File: src/rtl/secure_reg_bank_if.sv
`default_nettype none
// ============================================================================
// Module   : secure_reg_bank_if
// Purpose  : Core-side config bus bundle for secure_reg_bank: request,
//            violation clear, response and status signals.
// Ports    : none (signal bundle only)
//            master modport - drives requests/viol_clr, observes response
//            slave modport  - the register bank
// Revision : 1.0 - initial release
// ============================================================================
interface secure_reg_bank_if #(
    parameter int DATA_WIDTH = 32,
    parameter int NUM_REGS   = 8,
    parameter int TID_WIDTH  = 4,
    parameter int VIOL_CNT_W = 8
);
    localparam int c_aw = $clog2(NUM_REGS);

    logic                  req_valid;
    logic                  req_write;
    logic                  req_lock;
    logic [c_aw-1:0]       req_addr;
    logic [TID_WIDTH-1:0]  req_tid;
    logic [DATA_WIDTH-1:0] req_wdata;
    logic                  viol_clr;
    logic                  rsp_valid;
    logic                  rsp_err;
    logic [DATA_WIDTH-1:0] rsp_rdata;
    logic [NUM_REGS-1:0]   lock_status;
    logic [VIOL_CNT_W-1:0] viol_count;
    logic                  viol_irq;

    modport master (
        output req_valid, req_write, req_lock, req_addr, req_tid, req_wdata,
               viol_clr,
        input  rsp_valid, rsp_err, rsp_rdata, lock_status, viol_count, viol_irq
    );

    modport slave (
        input  req_valid, req_write, req_lock, req_addr, req_tid, req_wdata,
               viol_clr,
        output rsp_valid, rsp_err, rsp_rdata, lock_status, viol_count, viol_irq
    );
endinterface
`default_nettype wire

File: src/rtl/secure_reg_bank.sv
`default_nettype none
// ============================================================================
// Module   : secure_reg_bank
// Purpose  : Bank of NUM_REGS secure registers. Each entry carries an owner
//            thread id and an OPEN/OWNED/LOCKED state; the privileged thread
//            PRIV_TID can always reach every entry. Rejected accesses are
//            counted (saturating) and raise a sticky interrupt at a threshold.
//            One request per cycle, fixed one-cycle response.
// Ports    : clk  - clock, rising edge
//            rst  - synchronous reset, active high
//            bus  - secure_reg_bank_if.slave: request, viol_clr, response,
//                   lock_status, viol_count, viol_irq
// Revision : 1.0 - initial release
// ============================================================================
module secure_reg_bank #(
    parameter int DATA_WIDTH  = 32,
    parameter int NUM_REGS    = 8,
    parameter int TID_WIDTH   = 4,
    parameter int PRIV_TID    = 0,
    parameter int VIOL_CNT_W  = 8,
    parameter int VIOL_THRESH = 4
) (
    input  wire logic          clk,
    input  wire logic          rst,
    secure_reg_bank_if.slave   bus
);
    localparam int                    c_aw         = $clog2(NUM_REGS);
    localparam logic [TID_WIDTH-1:0]  c_priv_tid   = TID_WIDTH'(PRIV_TID);
    localparam logic [VIOL_CNT_W-1:0] c_viol_max   = '1;
    localparam logic [VIOL_CNT_W-1:0] c_viol_thr   = VIOL_CNT_W'(VIOL_THRESH);
    localparam logic [VIOL_CNT_W-1:0] c_viol_one   = VIOL_CNT_W'(1);

    typedef enum logic [1:0] {
        ST_OPEN   = 2'd0,
        ST_OWNED  = 2'd1,
        ST_LOCKED = 2'd2
    } reg_state_e;

    // ------------------------------------------------------------------
    // Register file state
    // ------------------------------------------------------------------
    logic [DATA_WIDTH-1:0] data_q  [NUM_REGS];
    logic [DATA_WIDTH-1:0] data_d  [NUM_REGS];
    logic [TID_WIDTH-1:0]  owner_q [NUM_REGS];
    logic [TID_WIDTH-1:0]  owner_d [NUM_REGS];
    reg_state_e            state_q [NUM_REGS];
    reg_state_e            state_d [NUM_REGS];

    logic                  rsp_valid_q, rsp_valid_d;
    logic                  rsp_err_q,   rsp_err_d;
    logic [DATA_WIDTH-1:0] rsp_rdata_q, rsp_rdata_d;
    logic [VIOL_CNT_W-1:0] viol_count_q, viol_count_d;
    logic                  viol_irq_q,   viol_irq_d;

    // ------------------------------------------------------------------
    // Address decode. The one-hot hit vector doubles as the range check:
    // an index at or beyond NUM_REGS matches no entry.
    // ------------------------------------------------------------------
    logic [NUM_REGS-1:0]   w_hit;
    logic                  w_addr_ok;
    reg_state_e            w_sel_state;
    logic [TID_WIDTH-1:0]  w_sel_owner;
    logic [DATA_WIDTH-1:0] w_sel_data;

    always_comb begin
        w_hit       = '0;
        w_sel_state = ST_OPEN;
        w_sel_owner = '0;
        w_sel_data  = '0;
        for (int i = 0; i < NUM_REGS; i++) begin
            if (bus.req_addr == c_aw'(i)) begin
                w_hit[i]    = 1'b1;
                w_sel_state = state_q[i];
                w_sel_owner = owner_q[i];
                w_sel_data  = data_q[i];
            end
        end
    end

    assign w_addr_ok = |w_hit;

    // ------------------------------------------------------------------
    // Access check
    // ------------------------------------------------------------------
    logic w_priv;
    logic w_own;
    logic w_ok;
    logic w_accept;
    logic w_reject;

    assign w_priv = (bus.req_tid == c_priv_tid);
    assign w_own  = (bus.req_tid == w_sel_owner);

    always_comb begin
        w_ok = 1'b0;
        if (w_addr_ok) begin
            case (w_sel_state)
                ST_OPEN:   w_ok = 1'b1;
                ST_OWNED:  w_ok = w_own | w_priv;
                ST_LOCKED: w_ok = bus.req_write ? w_priv : (w_own | w_priv);
                default:   w_ok = 1'b0;
            endcase
        end
    end

    assign w_accept = bus.req_valid &  w_ok;
    assign w_reject = bus.req_valid & ~w_ok;

    // ------------------------------------------------------------------
    // Per-register next state
    // ------------------------------------------------------------------
    always_comb begin
        for (int i = 0; i < NUM_REGS; i++) begin
            data_d[i]  = data_q[i];
            owner_d[i] = owner_q[i];
            state_d[i] = state_q[i];
            if (w_accept && bus.req_write && w_hit[i]) begin
                data_d[i] = bus.req_wdata;
                case (state_q[i])
                    ST_OPEN: begin
                        owner_d[i] = bus.req_tid;
                        state_d[i] = bus.req_lock ? ST_LOCKED : ST_OWNED;
                    end
                    ST_OWNED: begin
                        // Owner is kept even when the privileged thread writes.
                        if (bus.req_lock) begin
                            state_d[i] = ST_LOCKED;
                        end
                    end
                    ST_LOCKED: begin
                        // Only a privileged write gets here; without req_lock
                        // it releases the entry back to the privileged owner.
                        if (!bus.req_lock) begin
                            state_d[i] = ST_OPEN;
                            owner_d[i] = c_priv_tid;
                        end
                    end
                    default: begin
                        state_d[i] = ST_OPEN;
                        owner_d[i] = c_priv_tid;
                    end
                endcase
            end
        end
    end

    // ------------------------------------------------------------------
    // Response and violation tracking next state
    // ------------------------------------------------------------------
    always_comb begin
        rsp_valid_d  = bus.req_valid;
        rsp_err_d    = w_reject;
        rsp_rdata_d  = (w_accept && !bus.req_write) ? w_sel_data : '0;

        viol_count_d = viol_count_q;
        viol_irq_d   = viol_irq_q;
        if (bus.viol_clr) begin
            // A reject landing on the clear cycle survives as a count of one.
            viol_count_d = w_reject ? c_viol_one : '0;
            viol_irq_d   = w_reject && (c_viol_one >= c_viol_thr);
        end else if (w_reject) begin
            if (viol_count_q != c_viol_max) begin
                viol_count_d = viol_count_q + c_viol_one;
            end
            if (viol_count_d >= c_viol_thr) begin
                viol_irq_d = 1'b1;
            end
        end
    end

    // ------------------------------------------------------------------
    // State registers
    // ------------------------------------------------------------------
    always_ff @(posedge clk) begin
        if (rst) begin
            for (int i = 0; i < NUM_REGS; i++) begin
                data_q[i]  <= '0;
                owner_q[i] <= c_priv_tid;
                state_q[i] <= ST_OPEN;
            end
            rsp_valid_q  <= 1'b0;
            rsp_err_q    <= 1'b0;
            rsp_rdata_q  <= '0;
            viol_count_q <= '0;
            viol_irq_q   <= 1'b0;
        end else begin
            for (int i = 0; i < NUM_REGS; i++) begin
                data_q[i]  <= data_d[i];
                owner_q[i] <= owner_d[i];
                state_q[i] <= state_d[i];
            end
            rsp_valid_q  <= rsp_valid_d;
            rsp_err_q    <= rsp_err_d;
            rsp_rdata_q  <= rsp_rdata_d;
            viol_count_q <= viol_count_d;
            viol_irq_q   <= viol_irq_d;
        end
    end

    // ------------------------------------------------------------------
    // Outputs
    // ------------------------------------------------------------------
    generate
        for (genvar g = 0; g < NUM_REGS; g++) begin : g_lock
            assign bus.lock_status[g] = (state_q[g] == ST_LOCKED);
        end
    endgenerate

    assign bus.rsp_valid  = rsp_valid_q;
    assign bus.rsp_err    = rsp_err_q;
    assign bus.rsp_rdata  = rsp_rdata_q;
    assign bus.viol_count = viol_count_q;
    assign bus.viol_irq   = viol_irq_q;

endmodule
`default_nettype wire

File: src/flat_wrapper.sv
// flat-port wrapper written by rule: the top's interface ports become plain ports
module secure_reg_bank_flat 
#(
    parameter int DATA_WIDTH  = 32,
    parameter int NUM_REGS    = 8,
    parameter int TID_WIDTH   = 4,
    parameter int PRIV_TID    = 0,
    parameter int VIOL_CNT_W  = 8,
    parameter int VIOL_THRESH = 4
)
  (clk, rst, bus_req_valid, bus_req_write, bus_req_lock, bus_req_addr, bus_req_tid, bus_req_wdata, bus_viol_clr, bus_rsp_valid, bus_rsp_err, bus_rsp_rdata, bus_lock_status, bus_viol_count, bus_viol_irq);
  secure_reg_bank_if #(.DATA_WIDTH(DATA_WIDTH), .NUM_REGS(NUM_REGS), .TID_WIDTH(TID_WIDTH), .VIOL_CNT_W(VIOL_CNT_W)) bus_i ();
  input  wire logic clk;
  input  wire logic rst;
  input wire logic [$bits(bus_i.req_valid)-1:0] bus_req_valid;
  input wire logic [$bits(bus_i.req_write)-1:0] bus_req_write;
  input wire logic [$bits(bus_i.req_lock)-1:0] bus_req_lock;
  input wire logic [$bits(bus_i.req_addr)-1:0] bus_req_addr;
  input wire logic [$bits(bus_i.req_tid)-1:0] bus_req_tid;
  input wire logic [$bits(bus_i.req_wdata)-1:0] bus_req_wdata;
  input wire logic [$bits(bus_i.viol_clr)-1:0] bus_viol_clr;
  output wire logic [$bits(bus_i.rsp_valid)-1:0] bus_rsp_valid;
  output wire logic [$bits(bus_i.rsp_err)-1:0] bus_rsp_err;
  output wire logic [$bits(bus_i.rsp_rdata)-1:0] bus_rsp_rdata;
  output wire logic [$bits(bus_i.lock_status)-1:0] bus_lock_status;
  output wire logic [$bits(bus_i.viol_count)-1:0] bus_viol_count;
  output wire logic [$bits(bus_i.viol_irq)-1:0] bus_viol_irq;
  assign bus_i.req_valid = bus_req_valid;
  assign bus_i.req_write = bus_req_write;
  assign bus_i.req_lock = bus_req_lock;
  assign bus_i.req_addr = bus_req_addr;
  assign bus_i.req_tid = bus_req_tid;
  assign bus_i.req_wdata = bus_req_wdata;
  assign bus_i.viol_clr = bus_viol_clr;
  assign bus_rsp_valid = bus_i.rsp_valid;
  assign bus_rsp_err = bus_i.rsp_err;
  assign bus_rsp_rdata = bus_i.rsp_rdata;
  assign bus_lock_status = bus_i.lock_status;
  assign bus_viol_count = bus_i.viol_count;
  assign bus_viol_irq = bus_i.viol_irq;
  secure_reg_bank #(.DATA_WIDTH(DATA_WIDTH), .NUM_REGS(NUM_REGS), .TID_WIDTH(TID_WIDTH), .PRIV_TID(PRIV_TID), .VIOL_CNT_W(VIOL_CNT_W), .VIOL_THRESH(VIOL_THRESH)) u_core (.clk(clk), .rst(rst), .bus(bus_i));
endmodule
File: config.mk
export PLATFORM = sky130hd
export DESIGN_NAME = secure_reg_bank_flat
export DESIGN_NICKNAME = d
export VERILOG_FILES = /design/src/rtl/secure_reg_bank_if.sv /design/src/rtl/secure_reg_bank.sv /design/src/flat_wrapper.sv
export SDC_FILE = /design/constraint.sdc
export NUM_CORES = 1
export LEC_CHECK = 0
export BUFFER_PORTS_ARGS = -buffer_cell sky130_fd_sc_hd__buf_2
export CORE_MARGIN = 2
export CORE_UTILIZATION = 50
export CTS_BUF_LIST = sky130_fd_sc_hd__clkbuf_8
export CTS_CLUSTER_DIAMETER = 120
export CTS_CLUSTER_SIZE = 12
export DETAILED_ROUTE_END_ITERATION = 8
export GPL_ROUTABILITY_DRIVEN = 0
export GPL_TIMING_DRIVEN = 0
export PLACE_DENSITY_LB_ADDON = 0.1
export SYNTH_ARGS = -nofsm -noshare
export SYNTH_HDL_FRONTEND = slang
export SYNTH_SLANG_ARGS = --single-unit
File: constraint.sdc
create_clock -name clk -period 3.54 [get_ports clk]
set_clock_uncertainty 0.15 [all_clocks]
set_input_delay 0.531 -clock clk [delete_from_list [all_inputs] [get_ports clk]]
set_output_delay 0.531 -clock clk [all_outputs]
set_load 0.01 [all_outputs]
==> results.sh, run 1 <==
export IMPL_netlist_area_sq_mm=0.01566
export IMPL_holdCritStartpoint="bus_req_wdata[4]"
export IMPL_portBuffers=73
export IMPL_clk_path_buf_depth=3
export IMPL_status="complete, no violations"
export IMPL_wl_mm=58.52
export IMPL_tightest_slew_ps=1186
export IMPL_synthToLayoutAreaGrowth_pct=8.931
export IMPL_die_w_um=181.0
export IMPL_htree_levels=2
export IMPL_irDropWorstVdd_v=0.0002981
export IMPL_hp_class="input port to register"
export IMPL_synth_cell_type_count=59
export IMPL_r2r_cells=10
export IMPL_rr_endpoint="u_core.bus.rsp_rdata[11]$_SDFF_PP0_"
export IMPL_wl_per_cell_um=23.87
export IMPL_vias=16220
export IMPL_cts_root_buf="clkbuf_8"
export IMPL_p_per_area_mw_per_mm2=417.4
export IMPL_grt_max_degree=13
export IMPL_fin_ws_ps=47.28
export IMPL_clk_latency_ps=580
export IMPL_pre_cts_slack_ps=-652.3
export IMPL_fp_row_count=64
export IMPL_ys_ff_latch=347
export IMPL_critPathMaxStageDelay_ps=640
export IMPL_cp_common_cell="clkbuf_1"
export IMPL_route_detailed_drc=0
export IMPL_yosysSeqAreaShare_pct=44.35
export IMPL_cp_required_ps=3850
export IMPL_dp_hpwl_mm=42.97
export IMPL_fin_total_pwr_mw=7.122
export IMPL_cp_slowest_cell="buf_1"
export IMPL_p_leak_nw=5.598
export IMPL_avgSynthCellArea_sq_um=8.057
export IMPL_maxCapViolCount=0
export IMPL_async_reset_ff_share_pct=0
export IMPL_ys_warn_count=0
export IMPL_synth_ff_type="dfxtp_1"
export IMPL_crit_path_max_fanout=10
export IMPL_ioPinCount=96
export IMPL_cts_buffers=34
export IMPL_synth_edf_count=0
export IMPL_relSlewSlack_pct=20.63
export IMPL_r2r_slack_ps=110
export IMPL_syn_nets=1990
export IMPL_die_y_um=181.0
export IMPL_rsz0062_at_grt="false"
export IMPL_min_period_over_period_pct=98.66
export IMPL_initial_core_util_pct=50.94
export IMPL_fmax_mhz=286.3
export IMPL_grt_overflow=0
export IMPL_drive_gt1_share_pct=8.658
export IMPL_crit_type="input port to register"
export IMPL_drt_iter0_markers=2178
export IMPL_finalSetupViolations=0
export IMPL_grt_pass1_vias=14860
export IMPL_startpoint_type="input port"
export IMPL_grt_pass1_wl_mm=88.62
export IMPL_track_usage_pct=34.71
export IMPL_hold_path_end="u_core.data_q[1][4]$_SDFFE_PP0P_"
export IMPL_final_nets=2101
export IMPL_end_kind="register"
export IMPL_critPathBufInv=6
export IMPL_hold_depth=3
export IMPL_maxSlewViolCount=0
export IMPL_avgViaCountPerCell=6.615
export IMPL_finalHoldViolations=0
export IMPL_reg2reg_from="u_core.state_q[0][13]$_SDFFE_PP0P_"
export IMPL_cp_data_arrival_time_ps=3810
export IMPL_clock_sinks=347
export IMPL_antenna_found_initial=0
export IMPL_synthCells=1944
export IMPL_cts_tree="built"
export IMPL_die_area_sq_mm=0.03276
export IMPL_clkTransAtPathRegs_ps=90
export IMPL_num_antenna_cells=0
export IMPL_hold_buffers=0
export IMPL_ant_nets=0
export IMPL_path_cells="clkbuf_1, clkbuf_2, buf_1, clkbuf_1, buf_1, clkbuf_1, o221ai_1, a21oi_1"
export IMPL_core_area_sq_mm=0.03075
export IMPL_min_period_ps=3493
export IMPL_first_pass_iters=8
export IMPL_cp_top_family="buffers and inverters"
export IMPL_setup_worst_path_start="bus_req_addr[0]"
## state kept, by name, indices dropped and copies added, names as in the netlist
signal,flops
u_core.bus.rsp_err,1
u_core.bus.rsp_rdata,32
u_core.bus.rsp_valid,1
u_core.bus.viol_count,8
u_core.bus.viol_irq,1
u_core.data_q,256
u_core.owner_q,32
u_core.state_q,16
## placed cells by master (no fill, tap or decap), types with 3 or more instances in the layout
cell      count
dfxtp_1     347
a31oi_1       7
and2_1        5
buf_1        29
o211ai_1      6
clkbuf_8     35
buf_2       103
nand3_1     173
o31ai_1      35
and3_1        6
nor2b_1      27
o21ai_0     281
a22oi_1      17
a21oi_1     304
or4_1         9
or3_1         6
or2_2         3
o32ai_1      12
mux4_2        9
o221ai_1     30
a211oi_1      3
nand4_1      58
buf_4         6
clkbuf_2      9
nand2b_1     31
nor2_1       66
clkbuf_1    146
nand3b_1     32
nor3_1        4
inv_1        23
nand2_1     122
a22o_1       34
mux2i_1      40
## layer usage
layer / up-vias / track usage [%] / share of wire, %
met5: - / 0 / 0
met1: 7713 / 47.44 / 40
met2: 1061 / 52.98 / 43
met3: 181 / 7.942 / 12
met4: 0 / 14.24 / 4.4
li1: 7264 / - / -
## worst max path at each step
stage                                                      to  slack, ps  cells past startpoint
after global placement    u_core.bus.rsp_rdata[11]$_SDFF_PP0_       -680                     12
after CTS                 u_core.bus.rsp_rdata[12]$_SDFF_PP0_         10                     13
final                     u_core.bus.rsp_rdata[26]$_SDFF_PP0_         50                      8
after floorplan             u_core.owner_q[0][4]$_SDFFE_PP0P_        420                     11
after detailed placement    u_core.owner_q[1][1]$_SDFFE_PP0P_       -650                     12
after global routing       u_core.data_q[1][108]$_SDFFE_PP0P_        0.6                     12
## synth_stat cells, drive strengths merged (5+ instances only)
master / number / area [sq um]
mux4: 9 / 202.7
dfxtp: 347 / 6947
or3: 6 / 37.54
nand3b: 32 / 240.2
nand3: 173 / 865.8
and2: 5 / 31.28
o211ai: 6 / 45.04
a22o: 34 / 297.8
a31oi: 7 / 43.79
o32ai: 12 / 105.1
and3: 6 / 37.54
or4: 10 / 78.82
buf: 66 / 307.8
o31ai: 35 / 262.8
o221ai: 30 / 262.8
mux2i: 40 / 400.4
a21oi: 304 / 1521
nand2: 122 / 457.9
nor2: 66 / 247.7
clkbuf: 155 / 581.8
nand4: 58 / 362.9
nor3: 6 / 41.29
nand2b: 31 / 193.9
nor2b: 27 / 168.9
o21ai: 282 / 1411
inv: 22 / 82.58
a22oi: 17 / 127.6
## stage by stage
stage                     cell area [sq um]  hold slack, ps  TNS (ps)  utilization [%]  std cells
after floorplan                       15660           282.0         0                -       1944
after global placement                16520           291.1   -128030            53.74       2413
after detailed placement              16520           296.0   -129920            53.74       2413
after CTS                             17020           135.2         0            55.36       2450
after global routing                  17060           145.8         0            55.48       2452
final                                 17060           136.8         0            55.48       2452
## cell families after synthesis
group | after synthesis | share of synthesized area (%)
muxes | 50 | 3.922
buffers and inverters | 243 | 6.207
AOI/OAI and AO/OA | 744 | 26.92
and+or+nand+nor | 555 | 18.28
xor gates and xnor gates | 3 | 0.1678
adders and majority gates | 2 | 0.1518
DFF | 347 | 44.35
## layout make-up
| cell class | count | area (sq um) |
|---|---|---|
| plain buffers | 221 | 908.4 |
| clock buffers | 35 | 481.7 |
| clock inverters | 2 | 11.26 |
| fillers | 3044 | 13690 |
| inverters | 22 | 82.58 |
| multi-input cells | 1354 | 7755 |
| flip-flops and latches | 347 | 6947 |
| well taps | 396 | 495.5 |
| repair buffers | 75 | 380.4 |
## repair_timing
action                     CTS  global route
hold endpoints to repair     0             0
setup endpoints to repair    9           222
cloned                       0             0
resized for setup            2            22
buffers inserted             0             2
pin swaps                    0             1
## tightest hold or removal path, stage by stage
cell	delay, ps
buf_2	150
nand4_1	80
a21oi_1	50
## report_power, final
group | internal, mW | leakage [nW] | total (mW) | switching (mW)
registers | 3.95 | 2.80 | 3.98 | 0.0291
clock network | 0.891 | 0.257 | 2.28 | 1.39
logic | 0.192 | 2.54 | 0.862 | 0.670
(Power assumes the default switching activity.)
==> run 2, diff against run 1 <==
- CTS_BUF_LIST: sky130_fd_sc_hd__clkbuf_8 -> sky130_fd_sc_hd__clkbuf_16
==> results.sh, run 2 (synthesized netlist as in run 1, its figures left out) <==
export IMPL_status="complete, no violations"
export IMPL_portBuffers=73
export IMPL_drive_gt1_share_pct=8.892
export IMPL_min_period_ps=3536
export IMPL_dp_hpwl_mm=42.97
export IMPL_finalSetupViolations=0
export IMPL_tightest_slew_ps=1273
export IMPL_grt_max_degree=13
export IMPL_first_pass_iters=5
export IMPL_clk_path_buf_depth=3
export IMPL_vias=16090
export IMPL_cp_required_ps=3820
export IMPL_fp_row_count=64
export IMPL_min_period_over_period_pct=99.90
export IMPL_num_antenna_cells=0
export IMPL_layout_common_cells="347 x dfxtp_1, 304 x a21oi_1, 281 x o21ai_0, 173 x nand3_1, 143 x clkbuf_1"
export IMPL_cp_common_cell="clkbuf_1"
export IMPL_final_fill_count=2997
export IMPL_route_detailed_drc=0
export IMPL_hold_path_end="u_core.data_q[0][6]$_SDFFE_PP0P_"
export IMPL_final_nets=2103
export IMPL_ant_nets=0
export IMPL_wl_per_cell_um=23.85
export IMPL_cp_slowest_cell="buf_1"
export IMPL_largest_register_ffs=256
export IMPL_place_area_sq_mm=0.01652
export IMPL_p_per_area_mw_per_mm2=463.4
export IMPL_die_y_um=181.0
export IMPL_irDropWorstVdd_v=0.0003763
export IMPL_rr_endpoint="u_core.data_q[0][104]$_SDFFE_PP0P_"
export IMPL_grt_pass1_vias=14880
export IMPL_crit_type="input port to register"
export IMPL_cts_tree="built"
export IMPL_p_leak_nw=5.796
export IMPL_clk_latency_ps=520
export IMPL_dr_wl_met3_mm=6.606
export IMPL_r2r_slack_ps=180
export IMPL_startpoint_type="input port"
export IMPL_holdCritStartpoint="bus_req_wdata[6]"
export IMPL_hold_depth=3
export IMPL_finalInstanceArea_sq_mm=0.01749
export IMPL_end_kind="register"
export IMPL_dr_max_layer_used="met4"
export IMPL_htree_levels=2
export IMPL_cp_top_family="buffers and inverters"
export IMPL_maxSlewViolCount=0
export IMPL_fin_ws_ps=3.503
export IMPL_relSlewSlack_pct=14.84
export IMPL_drt_iter0_markers=2147
export IMPL_die_w_um=181.0
export IMPL_final_common_cell="dfxtp_1"
export IMPL_synthToLayoutAreaGrowth_pct=11.64
export IMPL_wl_mm=58.53
export IMPL_path_cells="clkbuf_1, clkbuf_2, buf_1, clkbuf_1, buf_1, clkbuf_1, o221ai_1, a21oi_1"
export IMPL_fmax_mhz=282.8
export IMPL_initial_core_util_pct=50.94
export IMPL_die_area_sq_mm=0.03276
export IMPL_finalHoldViolations=0
export IMPL_track_usage_pct=34.71
export IMPL_maxCapViolCount=0
export IMPL_core_area_sq_mm=0.03075
export IMPL_critPathBufInv=6
export IMPL_grt_overflow=0
export IMPL_r2r_cells=11
export IMPL_top_register="u_core.data_q"
export IMPL_pre_cts_slack_ps=-652.3
export IMPL_hp_class="input port to register"
export IMPL_rsz0062_at_grt="false"
export IMPL_avgViaCountPerCell=6.558
export IMPL_hold_buffers=0
export IMPL_critPathMaxStageDelay_ps=630
export IMPL_cp_data_arrival_time_ps=3810
export IMPL_clkTransAtPathRegs_ps=60
export IMPL_cts_root_buf="clkbuf_16"
export IMPL_clock_sinks=347
export IMPL_reg2reg_from="u_core.state_q[0][3]$_SDFFE_PP0P_"
export IMPL_ioPinCount=96
export IMPL_wl_met1_mm=24.02
export IMPL_antenna_found_initial=0
export IMPL_grt_pass1_wl_mm=88.70
export IMPL_crit_path_max_fanout=10
export IMPL_cts_buffers=34
export IMPL_dr_wl_met2_mm=25.34
## run 2: cell types whose count changed in the layout (fill, tap and decap cells not counted), sizes merged
cell      previous run  this run
clkbuf             192       194
clkinvlp             1         0
inv                 23        24
## run 2: worst max-delay path by stage
stage	from	to	slack, ps	cells after the start
detailed placement	bus_req_addr[0]	u_core.owner_q[1][1]$_SDFFE_PP0P_	-650	12
floorplan	bus_req_addr[0]	u_core.owner_q[0][4]$_SDFFE_PP0P_	420	11
global placement	bus_req_addr[0]	u_core.bus.rsp_rdata[11]$_SDFF_PP0_	-680	12
finish	bus_req_addr[0]	u_core.bus.rsp_rdata[26]$_SDFF_PP0_	4	8
global route	bus_req_addr[2]	u_core.data_q[0][98]$_SDFFE_PP0P_	9	13
CTS	bus_req_addr[2]	u_core.bus.rsp_rdata[2]$_SDFF_PP0_	10	13
## run 2: what timing repair did
| action | CTS | global route |
|---|---|---|
| buffers inserted | 0 | 4 |
| gates resized for setup | 3 | 31 |
| setup endpoints to repair | 16 | 295 |
| pin swaps | 0 | 2 |
## run 2: per-layer routing
| metal | up-vias | track usage (%) |
|---|---|---|
| met5 | - | 0 |
| met4 | 0 | 14.73 |
| met3 | 180 | 7.881 |
| met2 | 1020 | 52.75 |
| met1 | 7611 | 47.49 |
| li1 | 7282 | - |
## run 2: where the power goes
part / internal [mW] / switching [mW]
Sequential: 3.96 / 0.0292
Clock: 1.75 / 1.50
Combinational: 0.195 / 0.670
## run 2: metrics by stage
| stage | TNS [ps] | util, % | power, mW | instances | hold WS, ps |
|---|---|---|---|---|---|
| after floorplan | 0 | - | 4.541 | 1944 | 282.0 |
| after global placement | -128030 | 53.74 | 4.880 | 2413 | 291.1 |
| after detailed placement | -129920 | 53.74 | 4.887 | 2413 | 296.0 |
| after CTS | 0 | 56.65 | 8.055 | 2450 | 191.5 |
| after global routing | 0 | 56.86 | 8.301 | 2454 | 204.7 |
| final | 0 | 56.86 | 8.102 | 2454 | 188.7 |
## run 2: area by class of cell
class,instances,area (sq um),area share [%]
clock buffers,35,875.8,5.009
repair buffers,77,395.4,2.261
flip-flops and latches,347,6947,39.73
clock inverters,2,12.51,0.07156
plain buffers,221,922.1,5.274
multi-input cells,1354,7755,44.35
well taps,396,495.5,2.834
inverters,22,82.58,0.4723
## run 2: worst min-delay path: cells and delay by family
| family | cells | cell delay, ps |
|---|---|---|
| AO/OA/AOI/OAI | 1 | 50 |
| AND/OR/NAND/NOR | 1 | 80 |
| buffers and inverters | 1 | 150 |
